## src/rtl/seg7_scan_if.sv

```systemverilog
// seg7_scan_if -- control and display bus of the multiplexed 7-segment scanner.
//   en         : scan enable, 0 = display off
//   load       : capture digits_in into the shadow register
//   digits_in  : packed 4-bit codes, digit i = bits [4i+3:4i], digit 0 rightmost
//   seg        : segments {a,b,c,d,e,f,g}, seg[6] = a
//   dig_sel    : one-hot digit select, bit i = digit i
//   frame_done : one-cycle pulse at the end of each full scan
// master = datapath side, slave = the scan driver.
interface seg7_scan_if #(
    parameter int NUM_DIGITS = 4
) ();
    logic                      en;
    logic                      load;
    logic [4*NUM_DIGITS-1:0]   digits_in;
    logic [6:0]                seg;
    logic [NUM_DIGITS-1:0]     dig_sel;
    logic                      frame_done;

    modport master (output en, load, digits_in, input seg, dig_sel, frame_done);
    modport slave  (input en, load, digits_in, output seg, dig_sel, frame_done);
endinterface

```

## src/rtl/seg7_scan_driver.sv

```systemverilog
// seg7_scan_driver -- time-multiplexed driver for NUM_DIGITS common-select
// 7-segment digits. Each digit is lit for REFRESH_DIV cycles, followed by a
// one-cycle blank gap so the previous digit's segments never ghost onto the next.
// Ports:
//   clk : system clock, rising edge
//   rst : synchronous active-high reset (priority over load and en)
//   bus : seg7_scan_if.slave (en, load, digits_in in; seg, dig_sel, frame_done out)
// Optional macro SEG7_LZB_EN: leading-zero blanking of digits above digit 0.
// All outputs are registered and lag the state that produced them by one cycle.
module seg7_scan_driver #(
    parameter int NUM_DIGITS     = 4,
    parameter int REFRESH_DIV    = 1000,
    parameter int HEX_MODE       = 1,
    parameter int SEG_ACTIVE_LOW = 0
) (
    input  logic         clk,
    input  logic         rst,
    seg7_scan_if.slave   bus
);
    localparam int CNT_W = $clog2(REFRESH_DIV);
    localparam int IDX_W = (NUM_DIGITS > 1) ? $clog2(NUM_DIGITS) : 1;

    localparam logic [6:0]            SEG_OFF  = (SEG_ACTIVE_LOW != 0) ? 7'h7F : 7'h00;
    localparam logic [NUM_DIGITS-1:0] DIG_OFF  = (SEG_ACTIVE_LOW != 0) ? {NUM_DIGITS{1'b1}}
                                                                       : {NUM_DIGITS{1'b0}};
    localparam logic [CNT_W-1:0]      CNT_LAST = CNT_W'(REFRESH_DIV - 1);
    localparam logic [IDX_W-1:0]      IDX_LAST = IDX_W'(NUM_DIGITS - 1);

    typedef enum logic [1:0] {IDLE, SHOW, GAP} state_t;

    state_t                         state;
    logic [CNT_W-1:0]               cnt;
    logic [IDX_W-1:0]               idx;
    logic [NUM_DIGITS-1:0][3:0]     shadow;
    logic [6:0]                     seg_q;
    logic [NUM_DIGITS-1:0]          dig_q;
    logic                           fd_q;

    logic [6:0]                     cur_seg;   // active-high pattern for digit idx
    logic [NUM_DIGITS-1:0]          cur_dig;   // active-high one-hot for digit idx

    function automatic logic [6:0] decode(input logic [3:0] code);
        logic [6:0] s;
        case (code)
            4'd0:  s = 7'b1111110;
            4'd1:  s = 7'b0110000;
            4'd2:  s = 7'b1101101;
            4'd3:  s = 7'b1111001;
            4'd4:  s = 7'b0110011;
            4'd5:  s = 7'b1011011;
            4'd6:  s = 7'b1011111;
            4'd7:  s = 7'b1110000;
            4'd8:  s = 7'b1111111;
            4'd9:  s = 7'b1111011;
            4'd10: s = 7'b1110111;
            4'd11: s = 7'b0011111;
            4'd12: s = 7'b1001110;
            4'd13: s = 7'b0111101;
            4'd14: s = 7'b1001111;
            default: s = 7'b1000111;
        endcase
        // Without hex support, codes above 9 blank the digit but keep it selected.
        if (HEX_MODE == 0 && code > 4'd9)
            s = 7'b0000000;
        return s;
    endfunction

`ifdef SEG7_LZB_EN
    // lz_blank[i] is set when digit i and every digit above it hold code 0.
    // Digit 0 is never blanked, so a value of zero still shows a single "0".
    logic [NUM_DIGITS-1:0] lz_blank;
    logic                  all_zero;
    always_comb begin
        lz_blank = '0;
        all_zero = 1'b1;
        for (int i = NUM_DIGITS - 1; i > 0; i--) begin
            all_zero    = all_zero & (shadow[i] == 4'd0);
            lz_blank[i] = all_zero;
        end
    end
    assign cur_seg = lz_blank[idx] ? 7'b0000000 : decode(shadow[idx]);
`else
    assign cur_seg = decode(shadow[idx]);
`endif

    assign cur_dig = NUM_DIGITS'(1) << idx;

    always_ff @(posedge clk) begin
        if (rst) begin
            shadow <= '0;
            idx    <= '0;
            cnt    <= '0;
            state  <= IDLE;
            seg_q  <= SEG_OFF;
            dig_q  <= DIG_OFF;
            fd_q   <= 1'b0;
        end else begin
            if (bus.load)
                shadow <= bus.digits_in;

            // Outputs are off unless the SHOW branch lights a digit this edge.
            seg_q <= SEG_OFF;
            dig_q <= DIG_OFF;
            fd_q  <= 1'b0;

            if (!bus.en) begin
                state <= IDLE;
                idx   <= '0;
                cnt   <= '0;
            end else begin
                case (state)
                    IDLE: begin
                        state <= SHOW;
                        idx   <= '0;
                        cnt   <= '0;
                    end
                    SHOW: begin
                        seg_q <= SEG_OFF ^ cur_seg;
                        dig_q <= DIG_OFF ^ cur_dig;
                        if (cnt == CNT_LAST) begin
                            cnt   <= '0;
                            state <= GAP;
                        end else begin
                            cnt <= cnt + 1'b1;
                        end
                    end
                    GAP: begin
                        // The registered pulse lands in the blank cycle after the last digit.
                        fd_q  <= (idx == IDX_LAST);
                        idx   <= (idx == IDX_LAST) ? '0 : idx + 1'b1;
                        state <= SHOW;
                    end
                    default: state <= IDLE;
                endcase
            end
        end
    end

    assign bus.seg        = seg_q;
    assign bus.dig_sel    = dig_q;
    assign bus.frame_done = fd_q;

endmodule
```

## src/flat_wrapper.sv

```systemverilog
// flat-port wrapper written by rule: the top's interface ports become plain ports
module seg7_scan_driver_flat 
#(
    parameter int NUM_DIGITS     = 4,
    parameter int REFRESH_DIV    = 1000,
    parameter int HEX_MODE       = 1,
    parameter int SEG_ACTIVE_LOW = 0
)
  (clk, rst, bus_en, bus_load, bus_digits_in, bus_seg, bus_dig_sel, bus_frame_done);
  seg7_scan_if #(.NUM_DIGITS(NUM_DIGITS)) bus_i ();
  input  logic clk;
  input  logic rst;
  input wire logic [$bits(bus_i.en)-1:0] bus_en;
  input wire logic [$bits(bus_i.load)-1:0] bus_load;
  input wire logic [$bits(bus_i.digits_in)-1:0] bus_digits_in;
  output wire logic [$bits(bus_i.seg)-1:0] bus_seg;
  output wire logic [$bits(bus_i.dig_sel)-1:0] bus_dig_sel;
  output wire logic [$bits(bus_i.frame_done)-1:0] bus_frame_done;
  assign bus_i.en = bus_en;
  assign bus_i.load = bus_load;
  assign bus_i.digits_in = bus_digits_in;
  assign bus_seg = bus_i.seg;
  assign bus_dig_sel = bus_i.dig_sel;
  assign bus_frame_done = bus_i.frame_done;
  seg7_scan_driver #(.NUM_DIGITS(NUM_DIGITS), .REFRESH_DIV(REFRESH_DIV), .HEX_MODE(HEX_MODE), .SEG_ACTIVE_LOW(SEG_ACTIVE_LOW)) u_core (.clk(clk), .rst(rst), .bus(bus_i));
endmodule
```

## config.mk

```make
export PLATFORM = sky130hd
export DESIGN_NAME = seg7_scan_driver_flat
export DESIGN_NICKNAME = d
export VERILOG_FILES = /design/src/rtl/seg7_scan_if.sv /design/src/rtl/seg7_scan_driver.sv /design/src/flat_wrapper.sv
export SDC_FILE = /design/constraint.sdc
export NUM_CORES = 1
export LEC_CHECK = 0
export BUFFER_PORTS_ARGS = -buffer_cell sky130_fd_sc_hd__buf_2
export CORE_MARGIN = 5
export CORE_UTILIZATION = 40
export DETAILED_ROUTE_END_ITERATION = 8
export GPL_TIMING_DRIVEN = 0
export PLACE_DENSITY = 0.68
export SLEW_MARGIN = 20
export SYNTH_ARGS = -nofsm -noshare
export SYNTH_HDL_FRONTEND = slang
export SYNTH_SLANG_ARGS = --single-unit
```

## constraint.sdc

```tcl
create_clock -name clk -period 3.65 [get_ports clk]
set_clock_uncertainty 0.2 [all_clocks]
set_input_delay 0.73 -clock clk [delete_from_list [all_inputs] [get_ports clk]]
set_output_delay 0.73 -clock clk [all_outputs]
set_load 0.05 [all_outputs]
```

# Word level (Yosys, flattened, before mapping)

Memory sizes are Yosys's and may differ from the RTL's. A register that Yosys moved wholly into a read port is not among the register bits.
Index checks and enable logic that the tools add are counted.

Output and inout port bits: 12
Bits in registers: 35
Input port bits: 20
Memories kept: 1
Word-level logic and storage cells: 37
Memory bits (read-only): 112

Memory list:

| name             | words | width | rd ports | clocked after memory_dff | wr ports | line                   | source |
|---|---|---|---|---|---|---|---|
| (name not given) | 16    | 7     | 1        | 1                        | 0        | seg7_scan_driver.sv:44 | `case (code)` |

Equality and inequality tests: 5
Muxes and demuxes: 8
Order comparisons: 1
Reductions and logical operators: 7
Bitwise operators: 3
Shifts and indexed selects: 1
$add $sub $neg: 2

Operator list:

| cell                                                       | count |
|---|---|
| one-hot mux 10 bit (2 select lines)                        | 1 |
| adder 10 x 1 -> 10 bit, second input constant              | 1 |
| == test 10 bit, second input constant                      | 1 |
| two-way mux 10 bit                                         | 1 |
| binary-select mux 4 bit (select 2 bit)                     | 1 |
| one-hot mux 2 bit (2 select lines)                         | 2 |
| OR reduction 3 bit                                         | 2 |
| == test 2 bit, second input constant                       | 2 |
| two-way mux 2 bit                                          | 2 |
| two-way mux 4 bit                                          | 1 |
| nonzero test 2 bit                                         | 2 |
| OR reduction 2 bit                                         | 2 |
| left shift 1 x 2 -> 4 bit, first input constant            | 1 |
| less-than comparator 2 x 3 -> 1 bit, second input constant | 1 |
| inverter 1 bit                                             | 3 |
| adder 2 x 1 -> 2 bit, second input constant                | 1 |
| == test 2 x 1 -> 1 bit, second input constant              | 1 |
| zero test 2 bit                                            | 1 |
| != test 2 x 1 -> 1 bit, second input constant              | 1 |

# Depth between registers and ports, before layout

Gate-level depths: netlist of the first run.

Word-level depth: 3
Mapped depth: 7
Gate-level depth less buffers: 6

# Worst setup path after synthesis of the first run

OpenSTA, ideal clock, no wires.

Kind: reg2reg
Start: reg u_core.idx[0]
End: reg u_core.seg_q[3], in the netlist u_core.bus.seg[3]
Required time: 3.384 ns
Setup time: 0.066 ns
Path buffers: 1
Arrival time: 1.837 ns
Period minus slack after synthesis: 2.103 ns
Cell stages (with the launch flop): 8
Slack: 1.547 ns
Cells stage by stage: dfxtp_1 -> buf_6 -> mux4_2 -> inv_1 -> ha_1 -> inv_1 -> mux4_2 -> nor2_1

Longest elaborated chain between the ends: 2

Ends and longest elaborated chain:

| element                                 | line                    | source |
|---|---|---|
| start: declaration                      | seg7_scan_driver.sv:33  | `logic [IDX_W-1:0] idx;` |
| start signal: assignment                | seg7_scan_driver.sv:130 | `idx <= (idx == IDX_LAST) ? '0 : idx + 1'b1;` |
| binary-select mux 4 bit (select 2 bit)  | seg7_scan_driver.sv:83  | `assign cur_seg = decode(shadow[idx]);` |
| two-way mux 4 bit (implied by the code) | seg7_scan_driver.sv:83  |  |
| end: declaration                        | seg7_scan_driver.sv:35  | `logic [6:0] seg_q;` |

No other way between the ends. The select of a mux whose other input is x is not followed.
A chain may end at the register's enable or synchronous reset.

# Worst setup path after layout of the first run

Start: reg u_core.idx[1]
End: reg u_core.seg_q[3], in the netlist u_core.bus.seg[3]

The elaborated chain is that of the path after synthesis.

==> results.sh, run 1 <==
export IMPL_timing_final_max_slew_violations=0
export IMPL_critPathMaxFanout=9
export IMPL_ctsResizeCount=0
export IMPL_async_flop_share_pct=0
export IMPL_hold_buffers=0
export IMPL_antenna_found_initial=0
export IMPL_wl_mm=3.87
export IMPL_worst_pin_slew_ns=0.612
export IMPL_ant_nets=0
export IMPL_timing_fmax_mhz=434
export IMPL_final_hold_viol_count=0
export IMPL_ios=32
export IMPL_tritoncts="built"
export IMPL_htreeDepth=2
export IMPL_synth_seq_cells=42
export IMPL_critical_path_class="register to register"
export IMPL_vias=1513
export IMPL_yosysWarnings=0
export IMPL_crit_chain="clkbuf_1 > mux4_2 > inv_1 > ha_1 > inv_1 > mux4_2 > nor2_1"
export IMPL_synth_top_area_cell="dfxtp_1"
export IMPL_clock_latency_ns=0.28
export IMPL_fin_crit_sh_pct=63.1
export IMPL_synth_edf_count=0
export IMPL_top_layer_used="met4"
export IMPL_syn_inst=195
export IMPL_vias_per_cell=5.29
export IMPL_drv_cap=0
export IMPL_worst_hold_slack_ns=0.293
export IMPL_track_usage_pct=12.9
export IMPL_wl_met1_mm=1.84
export IMPL_drtIter0Drc=67
export IMPL_vdd_ir_drop_max_uv=266
export IMPL_leakage_nw=0.936
export IMPL_start_util_pct=40.8
export IMPL_endpoint_kind="register"
export IMPL_yosysUniqueCellTypes=38
export IMPL_max_slew_margin_rel_pct=58.8
export IMPL_drive_gt1_share_pct=21.1
export IMPL_grt_ovfl_total=0
export IMPL_synth_most_common_cell="dfxtp_1"
export IMPL_synthTopCellsByCount="dfxtp_1 (42), nor2_1 (28), mux2i_1 (19), nand2_1 (10)"
export IMPL_hpwl_mm=2.85
export IMPL_cp_arrival_ns=2.32
export IMPL_finalNetCount=260
export IMPL_floorplan_core_area_mm2=0.00466
export IMPL_finalCriticalPeriod_ns=2.30
export IMPL_hold_class="register to register"
export IMPL_cts_path_max_buffers=2
export IMPL_grt_pass1_wl_mm=6.39
export IMPL_setup_violations=0
export IMPL_gp_congestion=0.857
export IMPL_fin_ws_ns=1.35
export IMPL_diodes=0
export IMPL_cp_start_kind="register"
export IMPL_cts_sinks=42
export IMPL_cp_required_ns=3.67
export IMPL_synth_top_cell_area_share_pct=44.3
export IMPL_grt_max_degree=13
export IMPL_seq_area_frac_synth_pct=44.3
export IMPL_pre_cts_ws_ns=1.18
export IMPL_die_w_um=78.9
export IMPL_cp_top_family="multiplexers"
export IMPL_numCtsBuffers=5
export IMPL_synth_area_leaders="dfxtp_1 (44%), mux2i_1 (10%), ha_1 (5.9%)"
export IMPL_cts_setup_buffers=0
export IMPL_clkTransAtPathRegs_ns=0.08
export IMPL_drt_first_pass_iters=4
export IMPL_drt_wirelength_per_cell_um=13.5
export IMPL_wl_met3_um=181
export IMPL_syn_nets=224
export IMPL_critical_path_buf_inv_count=3
export IMPL_syn_avg_cell_area_um2=9.74
export IMPL_cts_root_buffer="clkbuf_8"
export IMPL_synth_main_ff_cell="dfxtp_1"
export IMPL_die_area_mm2=0.00623
export IMPL_outcome="completed"
export IMPL_drc_errors=0
export IMPL_rsz0062_at_grt="no"
export IMPL_max_stage_delay_ns=0.44
export IMPL_netlist_area_mm2=0.00190
export IMPL_die_h_um=78.9
export IMPL_area_growth_pct=16.0
export IMPL_rows=25
export IMPL_numPortBuffers=29
export IMPL_tns_ns=0
export IMPL_cp_slowest_cell="mux4_2"
export IMPL_pwr_density_cell_mw_per_mm2=393
export IMPL_wl_met2_mm=1.83
export IMPL_grt_pass1_vias=1397
cells by family after synthesis:
group | Yosys count | synth area share [%]
DFF | 42 | 44.3
AOI/OAI and AO/OA | 28 | 10.5
muxes | 25 | 16.5
and+or+nand+nor | 73 | 18.7
adders and majority gates | 9 | 5.93
buffers and inverters | 18 | 4.08
cell type report:
class / instances / area [um^2]
fill: 459 / 2460
multi-input combinational: 135 / 981
sequential: 42 / 841
timing repair buffer: 29 / 145
clock buffer: 7 / 86.3
tap: 54 / 67.6
buffer: 12 / 55.1
inverter: 6 / 22.5
clock inverter: 1 / 5.00
path summary, 6_finish.rpt:
check | depth (start not counted) | endpoint | slack, ns | startpoint
worst max-delay path | 7 | u_core.bus.seg[3] | 1.35 | u_core.idx[1]
worst min-delay path | 2 | u_core.shadow[13] | 0.29 | u_core.shadow[13]
worst max register to register | 7 | u_core.bus.seg[3] | 1.35 | u_core.idx[1]
worst min register to register | 2 | u_core.shadow[13] | 0.29 | u_core.shadow[13]
layout by cell type, fill, tap and decap left out, drive strengths merged, types with 5 or more instances in the layout:
cell    Yosys  routed
a21oi       5       5
buf         3      32
clkbuf      9      16
dfxtp      42      42
ha          9       9
inv         6       6
mux2i      19      19
mux4        5       5
nand2      10      10
nand3       8       8
nor2       28      28
o21ai       6       6
sequential cells by signal (all words and copies together), names as in the netlist:
register and cells:
u_core.bus.seg 7, u_core.idx 2, u_core.shadow 16, u_core.state 2, u_core.bus.dig_sel 4, u_core.cnt 10
u_core.bus.frame_done 1
where the power goes:
part / internal, mW / switching, mW
Clock: 0.153 / 0.149
Sequential: 0.471 / 0.00634
Combinational: 0.0363 / 0.0500
tightest hold or removal path: stages (launching register included):
cell and delay (ns):
dfxtp_1 0.33, mux2i_1 0.06, nor2_1 0.07
per-stage QoR:
| step | area, um^2 | utilization (%) | instances | total power, mW |
|---|---|---|---|---|
| floorplan | 1900 | - | 195 | 0.549 |
| global placement | 2110 | 45.3 | 278 | 0.573 |
| detailed placement | 2110 | 45.3 | 278 | 0.575 |
| CTS | 2200 | 47.3 | 286 | 0.876 |
| global route | 2200 | 47.3 | 286 | 0.910 |
| finish | 2200 | 47.3 | 286 | 0.866 |
routing by layer:
metal	GRT usage [%]	up-vias
met5	0	-
li1	-	778
met1	16.4	702
met4	4.64	0
met3	3.17	4
met2	21.3	29
(Power assumes the default switching activity.)
==> inputs of run 2 (changes only) <==
- ABC_AREA: not set -> 1
- clock period: 3.65 -> 2.3 ns (I/O delays scaled with it)
==> run 2 against run 1 <==
  * Non-clock buffer count decreased by 2
  * Register-to-register slack got worse by 1.0 ns
  * Synthesized cell count increased by 46%
  * Worst setup slack got worse by 1.0 ns
  * Core utilization increased by 0.077 points
  * Highest routed layer unchanged
  * Maximum frequency increased by 17%
  * Largest power group unchanged
  * Die area increased by 6.0%
  * Global-route usage increased by 0.73 points
  * Flip-flop and latch count unchanged
  * Critical path depth increased by 4
  * Combinational power increased by 59%
==> results.sh, run 2 <==
export IMPL_finalNetCount=349
export IMPL_setup_violations=0
export IMPL_dp_cells=383
export IMPL_cp_slowest_cell="dfxtp_1"
export IMPL_post_route_util_pct=47.4
export IMPL_holdPathStages=3
export IMPL_syn_avg_cell_area_um2=7.15
export IMPL_cts_setup_buffers=0
export IMPL_regArea_um2=841
export IMPL_wl_mm=4.10
export IMPL_drive_gt1_share_pct=19.0
export IMPL_htreeDepth=2
export IMPL_yosysUniqueCellTypes=25
export IMPL_timing_fmax_mhz=509
export IMPL_cts_root_buffer="clkbuf_8"
export IMPL_gp_congestion=0.818
export IMPL_drv_cap=0
export IMPL_vias_per_cell=4.75
export IMPL_synth_top_cell_area_share_pct=41.4
export IMPL_max_slew_margin_rel_pct=71.6
export IMPL_synth_main_ff_cell="dfxtp_1"
export IMPL_leakage_nw=1.03
export IMPL_finalCriticalPeriod_ns=1.96
export IMPL_grt_ovfl_total=0
export IMPL_tritoncts="built"
export IMPL_ant_nets=0
export IMPL_cp_top_family="simple AND/OR/NAND/NOR gates"
export IMPL_p_comb_share_pct=9.3
export IMPL_drt_first_pass_iters=5
export IMPL_cts_path_max_buffers=2
export IMPL_floorplan_core_area_mm2=0.00501
export IMPL_cp_start_kind="register"
export IMPL_cp_arrival_ns=2.00
export IMPL_synth_edf_count=0
export IMPL_hpwl_mm=2.98
export IMPL_fillers=540
export IMPL_tns_ns=0
export IMPL_rows=26
export IMPL_stdcell_count=391
export IMPL_die_w_um=81.2
export IMPL_final_hold_viol_count=0
export IMPL_diodes=0
export IMPL_largest_reg_flops=16
export IMPL_timing_final_max_slew_violations=0
export IMPL_syn_nets=313
export IMPL_cp_common_cell="nand2_1"
export IMPL_synth_top_area_cell="dfxtp_1"
export IMPL_crit_chain="inv_1 > buf_4 > nand2_1 > nand3_1 > nand2_1 > inv_1 > ha_1 > nand3b_1 > nand2_1 > a21oi_1 > nor2_1"
export IMPL_switching_share_pct=24.0
export IMPL_vias=1857
export IMPL_netlist_area_mm2=0.00203
export IMPL_internal_power_mw=1.12
export IMPL_grt_pass1_wl_mm=7.15
export IMPL_grt_max_degree=14
export IMPL_antenna_found_initial=0
export IMPL_die_area_mm2=0.00660
export IMPL_endpoint_kind="register"
export IMPL_p_clk_share_pct=39.4
export IMPL_cts_sinks=42
export IMPL_multi_input_area_mm2=0.00103
export IMPL_track_usage_pct=13.6
export IMPL_grt_pass1_vias=1665
export IMPL_area_growth_pct=16.9
export IMPL_worst_path_stages=11
export IMPL_vdd_ir_drop_max_uv=412
export IMPL_drt_wirelength_per_cell_um=10.5
export IMPL_seqPwrFrac_pct=51.4
export IMPL_max_stage_delay_ns=0.36
export IMPL_critPathMaxFanout=10
export IMPL_worst_hold_slack_ns=0.210
export IMPL_worst_pin_slew_ns=0.426
export IMPL_numCtsBuffers=5
export IMPL_critical_path_buf_inv_count=3
export IMPL_clock_latency_ns=0.29
export IMPL_syn_inst=284
export IMPL_die_h_um=81.2
export IMPL_critical_path_class="register to register"
export IMPL_synthTopCellsByCount="nand2_1 (94), dfxtp_1 (42), a21oi_1 (32), nand3_1 (24), nor2_1 (20)"
export IMPL_pwr_density_cell_mw_per_mm2=622
export IMPL_numPortBuffers=29
export IMPL_yosysWarnings=0
export IMPL_final_common_cell="nand2_1"
export IMPL_start_util_pct=40.5
export IMPL_clkTransAtPathRegs_ns=0.08
export IMPL_ctsResizeCount=0
export IMPL_outcome="completed"
export IMPL_cp_required_ns=2.33
export IMPL_drtIter0Drc=82
export IMPL_synth_area_leaders="dfxtp_1 (41%), nand2_1 (17%), a21oi_1 (7.9%)"
export IMPL_ios=32
export IMPL_final_cell_mix="nand2_1 (94), dfxtp_1 (42), buf_2 (33)"
export IMPL_hold_class="primary input to register"
export IMPL_seq_area_frac_synth_pct=41.4
export IMPL_power_mw=1.48
export IMPL_largest_register="u_core.shadow"
export IMPL_rsz0062_at_grt="no"
export IMPL_drc_errors=0
export IMPL_async_flop_share_pct=0
export IMPL_synth_seq_cells=42
export IMPL_synth_most_common_cell="nand2_1"
export IMPL_r2r_worst_path_cells=11
export IMPL_fin_crit_sh_pct=85.4
export IMPL_hold_buffers=0
export IMPL_p_sw_uw=355
==> run 2: layer usage <==
metal  vias up  wire length, um  GRT usage [%]
li1        978                -              -
met1       820             2000           18.2
met2        46             1830           21.3
met3        13              197           2.77
met4         0               71           5.57
met5         -                0              0
==> run 2: kinds of logic after synthesis <==
kind of cell / share of synthesized area [%]
AND/OR/NAND/NOR: 35.3
buffers and inverters: 7.77
adder cells (fa/ha/maj): 5.55
flip-flops: 41.4
AO/OA/AOI/OAI: 9.99
==> run 2: path summary, 6_finish.rpt <==
path / from / to / slack [ns]
hold / removal: bus_digits_in[7] / u_core.shadow[7] / 0.21
hold reg to reg: u_core.shadow[7] / u_core.shadow[7] / 0.27
setup reg to reg: u_core.idx[0] / u_core.bus.seg[0] / 0.34
setup / recovery: u_core.idx[0] / u_core.bus.seg[0] / 0.34
==> run 2: power groups by stage <==
| stage | Sequential (mW) | Clock, mW | Combinational [mW] |
|---|---|---|---|
| global placement | 0.775 | 0 | 0.134 |
| floorplan | 0.785 | 0 | 0.0877 |
| finish | 0.758 | 0.581 | 0.137 |
| CTS | 0.758 | 0.595 | 0.137 |
| detailed placement | 0.775 | 0 | 0.136 |
| global route | 0.761 | 0.620 | 0.156 |
==> run 2: layout make-up <==
class	instances	share of cell area [%]
inverters	24	3.80
clock buffers	6	3.06
plain buffers	10	2.85
repair buffers	29	6.12
multi-input cells	208	43.5
well taps	70	3.69
clock inverters	2	1.58
flip-flops and latches	42	35.4
==> run 2: tightest hold or removal path, cell delays in order <==
cell	delay, ns
buf_2	0.09
nand2_1	0.05
a21oi_1	0.05
==> run 2: through the flow <==
step | setup WS (ns) | area (um^2)
finish | 0.336 | 2370
global route | 0.101 | 2370
floorplan | 0.591 | 2030
detailed placement | 0.370 | 2260
CTS | 0.354 | 2370
global placement | 0.389 | 2260
==> inputs of run 3 (changes only) <==
- CORE_ASPECT_RATIO: not set -> 0.8
- REMOVE_ABC_BUFFERS: not set -> 1
==> run 3 against run 2 <==
  * Cell area is 0.11% lower
  * Sequential power about the same
  * Die area is 0.13% higher
  * Worst hold slack got worse by 0.014 ns
  * Critical path depth is 1 lower
  * Via count down 2.1%
  * Highest routed layer unchanged
==> results.sh, run 3 (synthesis gave the netlist of run 2 again) <==
export IMPL_endpoint_kind="register"
export IMPL_grt_pass1_wl_mm=7.29
export IMPL_vias=1818
export IMPL_area_growth_pct=16.8
export IMPL_max_slew_margin_rel_pct=64.3
export IMPL_floorplan_core_area_mm2=0.00495
export IMPL_grt_pass1_vias=1635
export IMPL_cp_arrival_ns=2.04
export IMPL_seqPwrFrac_pct=47.4
export IMPL_fin_crit_sh_pct=87.1
export IMPL_fillers=526
export IMPL_drtIter0Drc=69
export IMPL_cp_common_cell="nand2_1"
export IMPL_leakage_nw=1.03
export IMPL_drive_gt1_share_pct=19.6
export IMPL_timing_fmax_mhz=499
export IMPL_cts_sinks=42
export IMPL_critPathMaxFanout=12
export IMPL_htreeDepth=2
export IMPL_gp_congestion=0.832
export IMPL_regArea_um2=845
export IMPL_switching_share_pct=23.1
export IMPL_grt_max_degree=18
export IMPL_internal_power_mw=1.23
export IMPL_cp_required_ns=2.34
export IMPL_tritoncts="built"
export IMPL_power_mw=1.60
export IMPL_clock_latency_ns=0.30
export IMPL_antenna_found_initial=0
export IMPL_final_cell_mix="nand2_1 (94), dfxtp_1 (41), a21oi_1 (32)"
export IMPL_finalCriticalPeriod_ns=2.00
export IMPL_final_hold_viol_count=0
export IMPL_numPortBuffers=31
export IMPL_numCtsBuffers=5
export IMPL_drt_first_pass_iters=4
export IMPL_outcome="completed"
export IMPL_diodes=0
export IMPL_finalNetCount=345
export IMPL_crit_chain="clkinvlp_4 > nand2_1 > nand3_1 > nand2_1 > inv_1 > ha_1 > nand3b_1 > nand3_1 > nand2_1 > nor2_1"
export IMPL_p_comb_share_pct=8.4
export IMPL_worst_pin_slew_ns=0.535
export IMPL_drc_errors=0
export IMPL_multi_input_area_mm2=0.00103
export IMPL_vdd_ir_drop_max_uv=400
export IMPL_track_usage_pct=14.2
export IMPL_max_stage_delay_ns=0.43
export IMPL_cp_top_family="simple AND/OR/NAND/NOR gates"
export IMPL_critical_path_buf_inv_count=2
export IMPL_cp_slowest_cell="dfxtp_4"
export IMPL_dp_cells=367
export IMPL_ant_nets=0
export IMPL_rows=23
export IMPL_stdcell_count=379
export IMPL_ios=32
export IMPL_hold_class="primary input to register"
export IMPL_vias_per_cell=4.80
export IMPL_cts_path_max_buffers=2
export IMPL_die_w_um=89.6
export IMPL_start_util_pct=41.0
export IMPL_wl_mm=4.34
export IMPL_tns_ns=0
export IMPL_setup_violations=0
export IMPL_p_clk_share_pct=44.2
export IMPL_drt_wirelength_per_cell_um=11.4
export IMPL_pwr_density_cell_mw_per_mm2=673
export IMPL_rsz0062_at_grt="no"
export IMPL_die_area_mm2=0.00661
export IMPL_grt_ovfl_total=0
export IMPL_drv_cap=0
export IMPL_die_h_um=73.7
export IMPL_cp_start_kind="register"
export IMPL_clkTransAtPathRegs_ns=0.09
export IMPL_largest_reg_flops=16
export IMPL_hpwl_mm=3.07
export IMPL_critical_path_class="register to register"
export IMPL_hold_buffers=0
export IMPL_p_sw_uw=368
export IMPL_worst_hold_slack_ns=0.196
export IMPL_largest_register="u_core.shadow"
export IMPL_final_common_cell="nand2_1"
export IMPL_cts_root_buffer="clkbuf_8"
export IMPL_timing_final_max_slew_violations=0
-- run 3: what timing repair did --
action,4_1_cts,5_1_grt
endpoints found under the hold margin,0,0
resized for setup,0,3
setup endpoints to repair,0,7
setup buffers,0,4
-- run 3: stage by stage --
| stage | util [%] | setup WS [ns] | instance area [um^2] |
|---|---|---|---|
| after floorplan | - | 0.417 | 1960 |
| after global placement | 44.3 | 0.0958 | 2190 |
| after global routing | 47.9 | 0.0698 | 2370 |
| final | 47.9 | 0.297 | 2370 |
| after CTS | 47.1 | 0.0156 | 2330 |
| after detailed placement | 44.3 | 0.0376 | 2190 |
-- run 3: final cells by class --
class                      instances  share of cell area (%)
clock buffer                       5                    2.90
clock inverter                     3                    2.90
inverter                          24                    3.96
multi-input combinational        208                    43.5
sequential                        42                    35.6
tap                               62                    3.27
timing repair buffer              35                    7.81
-- run 3: power groups by stage --
stage | Clock, mW | Sequential [mW] | Combinational [mW]
floorplan | 0 | 0.785 | 0.0767
global placement | 0 | 0.775 | 0.131
detailed placement | 0 | 0.775 | 0.133
CTS | 0.724 | 0.758 | 0.134
global route | 0.748 | 0.760 | 0.151
finish | 0.705 | 0.757 | 0.134
-- run 3: worst min-delay path, stage by stage --
cell     delay, ns
buf_2         0.09
nand2_1       0.05
a21oi_1       0.05
-- run 3: path summary, 6_finish.rpt --
check | start | slack (ns) | to | cells past startpoint
worst max-delay path | u_core.idx[0] | 0.30 | u_core.bus.seg[3] | 10
worst max register to register | u_core.idx[0] | 0.30 | u_core.bus.seg[3] | 10
worst min-delay path | bus_digits_in[14] | 0.20 | u_core.shadow[14] | 3
worst min register to register | u_core.shadow[6] | 0.26 | u_core.shadow[6] | 2
-- run 3: metal layers --
layer / GRT usage, % / routed length, um / vias up
met1: 20.5 / 2280 / 797
li1: - / - / 968
met4: 4.46 / 48 / 0
met2: 20.6 / 1750 / 47
met3: 3.70 / 265 / 6
met5: 0 / 0 / -
